### src/rtl/intf_arb_pkg.sv
// Shared types and helpers for the round-robin interface arbiter.
package intf_arb_pkg;

  typedef enum logic [1:0] {
    ARB_IDLE  = 2'd0,
    ARB_GRANT = 2'd1,
    ARB_GAP   = 2'd2
  } arb_state_t;

  localparam int unsigned ARB_NREQ_DEF     = 4;
  localparam int unsigned ARB_HOLD_MAX_DEF = 8;

  // $clog2 clamped to a minimum of 1 so single-entry indices stay legal
  function automatic int unsigned clog2_min1(input int unsigned n);
    return (n <= 32'd1) ? 32'd1 : 32'($clog2(n));
  endfunction

endpackage

### src/rtl/intf_arb_pick.sv
// Combinational round-robin picker: first set request at or after i_ptr,
// searching circularly upward (rotate, find-first-set, un-rotate).
module intf_arb_pick
  import intf_arb_pkg::*;
#(
  parameter int unsigned NREQ = ARB_NREQ_DEF,
  parameter int unsigned IDW  = clog2_min1(NREQ)
) (
  input  logic [NREQ-1:0] i_req,
  input  logic [IDW-1:0]  i_ptr,
  output logic [IDW-1:0]  o_sel,
  output logic            o_any_req
);

  localparam int unsigned SW = IDW + 1;

  logic [NREQ-1:0] w_rot;
  logic [IDW-1:0]  w_first;
  logic            w_found;
  logic [SW-1:0]   w_usum;
  logic [SW-1:0]   w_uidx;

  genvar g;
  generate
    for (g = 0; g < NREQ; g++) begin : g_rot
      logic [SW-1:0] w_sum;
      logic [SW-1:0] w_idx;
      assign w_sum    = SW'(g) + SW'(i_ptr);
      assign w_idx    = (w_sum >= SW'(NREQ)) ? (w_sum - SW'(NREQ)) : w_sum;
      assign w_rot[g] = i_req[IDW'(w_idx)];
    end
  endgenerate

  always_comb begin
    w_first = '0;
    w_found = 1'b0;
    for (int i = 0; i < NREQ; i++) begin
      if (!w_found && w_rot[i]) begin
        w_first = IDW'(i);
        w_found = 1'b1;
      end
    end
  end

  assign w_usum    = SW'(w_first) + SW'(i_ptr);
  assign w_uidx    = (w_usum >= SW'(NREQ)) ? (w_usum - SW'(NREQ)) : w_usum;
  assign o_sel     = IDW'(w_uidx);
  assign o_any_req = |i_req;

endmodule

### src/rtl/intf_rr_arbiter.sv
// Round-robin owner arbiter for a single-owner shared interface: grant,
// release, one turnaround cycle. Optional grant limit: INTF_RR_ARBITER_TIMEOUT_EN.
module intf_rr_arbiter
  import intf_arb_pkg::*;
#(
  parameter int unsigned NREQ     = ARB_NREQ_DEF,
  parameter int unsigned IDW      = clog2_min1(NREQ),
  parameter int unsigned HOLD_MAX = ARB_HOLD_MAX_DEF
) (
  input  logic            clk,
  input  logic            rst,
  input  logic [NREQ-1:0] req,
  input  logic [NREQ-1:0] done,
  output logic [NREQ-1:0] gnt,
  output logic            gnt_valid,
  output logic [IDW-1:0]  gnt_id,
  output logic            busy,
  output logic            timeout
);

  arb_state_t      r_state, w_state_nxt;
  logic [IDW-1:0]  r_ptr, w_ptr_nxt;
  logic [NREQ-1:0] r_gnt, w_gnt_nxt;
  logic            r_gnt_valid;
  logic [IDW-1:0]  r_gnt_id, w_gnt_id_nxt;
  logic            r_busy;
  logic [IDW-1:0]  w_sel;
  logic            w_any_req;
  logic            w_release;
  logic            w_drop;
  logic [IDW-1:0]  w_ptr_inc;

`ifdef INTF_RR_ARBITER_TIMEOUT_EN
  localparam int unsigned CNTW = clog2_min1(HOLD_MAX);
  logic [CNTW-1:0] r_cnt, w_cnt_nxt;
  logic            r_timeout, w_timeout_nxt;
  logic            w_force;
`endif

  intf_arb_pick #(
    .NREQ (NREQ),
    .IDW  (IDW)
  ) u_pick (
    .i_req     (req),
    .i_ptr     (r_ptr),
    .o_sel     (w_sel),
    .o_any_req (w_any_req)
  );

  // Owner gives up the bus by pulsing done or dropping its request
  assign w_release = done[r_gnt_id] | ~req[r_gnt_id];
  assign w_ptr_inc = (r_gnt_id == IDW'(NREQ - 1)) ? '0 : r_gnt_id + IDW'(1);

  always_comb begin
    w_state_nxt  = r_state;
    w_ptr_nxt    = r_ptr;
    w_gnt_nxt    = r_gnt;
    w_gnt_id_nxt = r_gnt_id;
    w_drop       = w_release;
`ifdef INTF_RR_ARBITER_TIMEOUT_EN
    w_cnt_nxt     = r_cnt;
    w_timeout_nxt = 1'b0;
    w_force       = 1'b0;
`endif
    case (r_state)
      ARB_IDLE: begin
        w_gnt_nxt = '0;
        if (w_any_req) begin
          w_gnt_nxt    = NREQ'(1) << w_sel;
          w_gnt_id_nxt = w_sel;
          w_state_nxt  = ARB_GRANT;
`ifdef INTF_RR_ARBITER_TIMEOUT_EN
          w_cnt_nxt = '0;
`endif
        end
      end
      ARB_GRANT: begin
`ifdef INTF_RR_ARBITER_TIMEOUT_EN
        // A voluntary release in the limit cycle takes precedence
        w_force = !w_release && (r_cnt == CNTW'(HOLD_MAX - 1));
        w_drop  = w_release | w_force;
`endif
        if (w_drop) begin
          w_gnt_nxt   = '0;
          w_ptr_nxt   = w_ptr_inc;
          w_state_nxt = ARB_GAP;
`ifdef INTF_RR_ARBITER_TIMEOUT_EN
          w_timeout_nxt = w_force;
`endif
        end else begin
`ifdef INTF_RR_ARBITER_TIMEOUT_EN
          w_cnt_nxt = r_cnt + CNTW'(1);
`endif
        end
      end
      ARB_GAP: begin
        w_gnt_nxt   = '0;
        w_state_nxt = ARB_IDLE;
      end
      default: begin
        w_gnt_nxt   = '0;
        w_state_nxt = ARB_IDLE;
      end
    endcase
  end

  always_ff @(posedge clk or posedge rst) begin
    if (rst) begin
      r_state     <= ARB_IDLE;
      r_ptr       <= '0;
      r_gnt       <= '0;
      r_gnt_valid <= 1'b0;
      r_gnt_id    <= '0;
      r_busy      <= 1'b0;
    end else begin
      r_state     <= w_state_nxt;
      r_ptr       <= w_ptr_nxt;
      r_gnt       <= w_gnt_nxt;
      r_gnt_valid <= |w_gnt_nxt;
      r_gnt_id    <= w_gnt_id_nxt;
      r_busy      <= (w_state_nxt != ARB_IDLE);
    end
  end

`ifdef INTF_RR_ARBITER_TIMEOUT_EN
  always_ff @(posedge clk or posedge rst) begin
    if (rst) begin
      r_cnt     <= '0;
      r_timeout <= 1'b0;
    end else begin
      r_cnt     <= w_cnt_nxt;
      r_timeout <= w_timeout_nxt;
    end
  end

  assign timeout = r_timeout;
`else
  logic w_unused_hold;
  assign w_unused_hold = ^(32'(HOLD_MAX));
  assign timeout       = 1'b0;
`endif

  assign gnt       = r_gnt;
  assign gnt_valid = r_gnt_valid;
  assign gnt_id    = r_gnt_id;
  assign busy      = r_busy;

endmodule

### config.mk
export PLATFORM = sky130hd
export DESIGN_NAME = intf_rr_arbiter
export DESIGN_NICKNAME = d
export VERILOG_FILES = /design/src/rtl/intf_arb_pkg.sv /design/src/rtl/intf_arb_pick.sv /design/src/rtl/intf_rr_arbiter.sv
export SDC_FILE = /design/constraint.sdc
export NUM_CORES = 1
export LEC_CHECK = 0
export BUFFER_PORTS_ARGS = -buffer_cell sky130_fd_sc_hd__buf_4
export CAP_MARGIN = 20
export CELL_PAD_IN_SITES_DETAIL_PLACEMENT = 1
export CELL_PAD_IN_SITES_GLOBAL_PLACEMENT = 1
export CORE_UTILIZATION = 38
export CTS_CLUSTER_SIZE = 12
export DETAILED_ROUTE_END_ITERATION = 16
export PLACE_DENSITY = 0.79
export SETUP_SLACK_MARGIN = 0.3
export SYNTH_ARGS = -nofsm -noshare
export SYNTH_HDL_FRONTEND = slang
export SYNTH_SLANG_ARGS = --single-unit
### constraint.sdc
create_clock -name clk -period 2.1 [get_ports clk]
set_input_delay 0.315 -clock clk [delete_from_list [all_inputs] [get_ports clk]]
set_output_delay 0.315 -clock clk [all_outputs]
set_load 0.02 [all_outputs]
==> qor.yml <==
placed_design:
  portBuffers: 17
  place.gp.congestion: 0.675
  place_hpwl_um: 1340
  pre_cts_ws_ns: 0.120
  dpl_cell_area_um2: 867
worst_setup_path:
  reg2reg_slack_ns: 0.23
  crit_fanout: 5
  critPathCaptureType: "flop"
  worstRegToRegCells: 10
  worst-endpoint-arrival_ns: 2.03
  start_kind: "flop"
  slowest_delay_ns: 0.42
  crit_path_top_delay_cell: "dfrtp_1"
  r2r_start: "r_ptr[1]$_DFFE_PP0P_"
  worstSetupPathType: "reg2reg"
  path_cells: "nand2_1 > a21oi_2 > nor2_1 > a211oi_2 > a21oi_1 > ha_2 > xnor2_2 > xnor2_1 > buf_4 > mux2_2"
  timing.rr.end: "gnt_id[1]$_DFFE_PP0P_"
  required_ns: 2.26
final_layout:
  utilization_pct: 54.7
  synthToLayoutAreaGrowth_pct: 30.7
  nFillCells: 217
  final_area_um2: 965
  post_route_cells_drive_above_1_share_pct: 41.7
  n_antenna_cell: 0
  fin_nets: 109
clock_tree:
  clock_path_buffers: 2
  cts_buffers: 3
  cts_hold_buffers: 0
  clockRootBuffer: "clkbuf_4"
  clock_latency_ns: 0.27
  htree_num_levels: 1
  cts.sink_count: 12
  cts_tree: "done"
  path_clk_slew_ns: 0.08
timing:
  setup_ws_ns: 0.227
  timing.hold.ws_ns: 0.0507
  finalCritPeriodShare_pct: 89.2
  drv_slew: 0
  rsz0062_at_grt: "true"
  setup_violations: 0
  setup_tns_ns: 0
  finalClockSkew_ns: 0.00256
  finalCriticalPeriod_ns: 1.87
  hold_violations: 0
  fmax_ghz: 0.534
global_routing:
  grt_overflow: 0
  antenna_found_initial: 0
  grt_pass1_wl_um: 3130
  grt_pass1_vias: 654
  grt_start_max_net_pins: 13
  grt_usage_pct: 21.5
logic_synthesis:
  ys_top_cells_by_count: "dfrtp_1 (12), nand2_1 (8), inv_1 (6)"
  yosysMostFrequentCell: "dfrtp_1"
  synth_cell_types: 33
  synth-edff-count: 0
  yosysTopAreaCellShare_pct: 40.7
  ys_seq_area_share_pct: 40.7
  synthArstFlopShare_pct: 100
  synth-seq-cells: 12
  ys.flop_type: "dfrtp_1"
  synth_area_leaders: "dfrtp_1 (41%), buf_6 (4.6%), nand2_1 (4.1%)"
  syn-instance-count: 76
  synth_largest_area_cell: "dfrtp_1"
  syn_nets: 88
  syn_area_per_cell_um2: 9.71
  yosysWarnings: 0
  syn_area_um2: 738
die:
  io_pins: 19
  initial_core_util_pct: 41.8
  rows: 15
  core_um2: 1760
  die_area_um2: 2120
  fp.dieW_um: 46.1
  fp.dieH_um: 46.1
flow_run:
  max_cap_viol_count: 0
routing:
  wirelength_um: 1870
  drc: 0
  num_vias: 663
  wl_per_cell_um: 15.5
  drtIter0Drc: 27
  drt_first_pass_iters: 4
  antenna_left: 0
  viasPerCell: 5.48
outcome:
  status: "finished, final reports clean"
power_and_ir_drop:
  ir_worst_vdd_mv: 0.832
  power_density_nw_per_um2: 1580
  leakagePower_nw: 0.441
worst_hold_path:
  hold_class: "in2async"
final cells by class:
type                       count  area (um^2)  share of cell area (%)
tap                           25         31.3                    3.24
inverter                       6         22.5                    2.33
sequential                    12          300                    31.1
clock buffer                   4         36.3                    3.76
multi-input combinational     53          417                    43.2
timing repair buffer          21          158                    16.3
routing by layer:
layer	track usage (%)	wire length, um
met1	27.6	869
met2	37.2	965
met3	3.53	40
met4	5.29	0
met5	0	0
report_power, final:
part | total [mW] | internal [mW] | switching, mW
Clock | 0.187 | 0.105 | 0.0814
Sequential | 0.445 | 0.330 | 0.115
Combinational | 0.892 | 0.427 | 0.464
Total | 1.52 | 0.862 | 0.661
per-stage QoR:
stage	total power, mW	cells
final	1.52	121
after global routing	1.63	121
after CTS	1.40	120
after detailed placement	1.18	115
after global placement	1.15	115
after floorplan	0.940	76
kinds of logic after synthesis:
group | count (synthesis) | synth area share [%]
compound gates | 21 | 21.5
xor+xnor | 2 | 2.37
fa+ha+maj | 2 | 3.39
buf+inv | 11 | 9.15
flops | 12 | 40.7
mux | 2 | 3.56
other cells | 1 | 0.508
simple gates | 25 | 18.8
flip-flops by register name, summed over array words and instances, names as in the netlist:
| register | flops |
|---|---|
| gnt | 4 |
| gnt_id | 2 |
| r_ptr | 2 |
| r_state | 2 |
| busy | 1 |
| gnt_valid | 1 |
cells in the final DEF (no fill, tap or decap):
cell and count:
a211oi_1 1, a211oi_2 2, a21oi_1 3, a21oi_2 2, a311oi_2 1, a32o_1 2, and3b_1 1, and3b_2 1
buf_4 21, clkbuf_4 3, clkbuf_8 1, conb_1 1, dfrtp_1 12, ha_1 1, ha_2 1, inv_1 6
mux2_2 1, mux2_4 1, nand2_1 8, nand2b_1 1, nand3b_1 1, nor2_1 1, nor2_2 2, nor2b_1 1
nor3_1 3, nor3b_1 3, nor4_1 2, o211ai_2 1, o21ai_0 4, o31ai_1 1, o31ai_2 1, o31ai_4 1
o32a_1 1, o41ai_1 1, or3_1 1, xnor2_1 1, xnor2_2 1
worst max-delay path by stage:
stage	start	to	slack, ns
after detailed placement	req[3]	gnt_id[1]$_DFFE_PP0P_	0.12
after floorplan	r_ptr[1]$_DFFE_PP0P_	gnt_id[1]$_DFFE_PP0P_	0.34
final	r_ptr[1]$_DFFE_PP0P_	gnt_id[1]$_DFFE_PP0P_	0.23
after CTS	r_ptr[1]$_DFFE_PP0P_	gnt_id[1]$_DFFE_PP0P_	0.22
after global placement	req[3]	gnt_id[1]$_DFFE_PP0P_	0.13
after global routing	r_ptr[1]$_DFFE_PP0P_	gnt_id[1]$_DFFE_PP0P_	0.09
critical path: cells and delay by family (launching register included):
family	cells	cell delay [ns]
flops	1	0.42
compound gates	3	0.34
mux	1	0.26
xor+xnor	2	0.25
fa+ha+maj	1	0.20
simple gates	2	0.16
buf+inv	1	0.16
timing repair:
action                     in CTS  in global routing
resized for setup               2                  7
pin swaps                       0                  2
setup endpoints to repair       5                  7
setup buffers                   1                  1
Note: power is estimated with default switching activity, not from simulation.
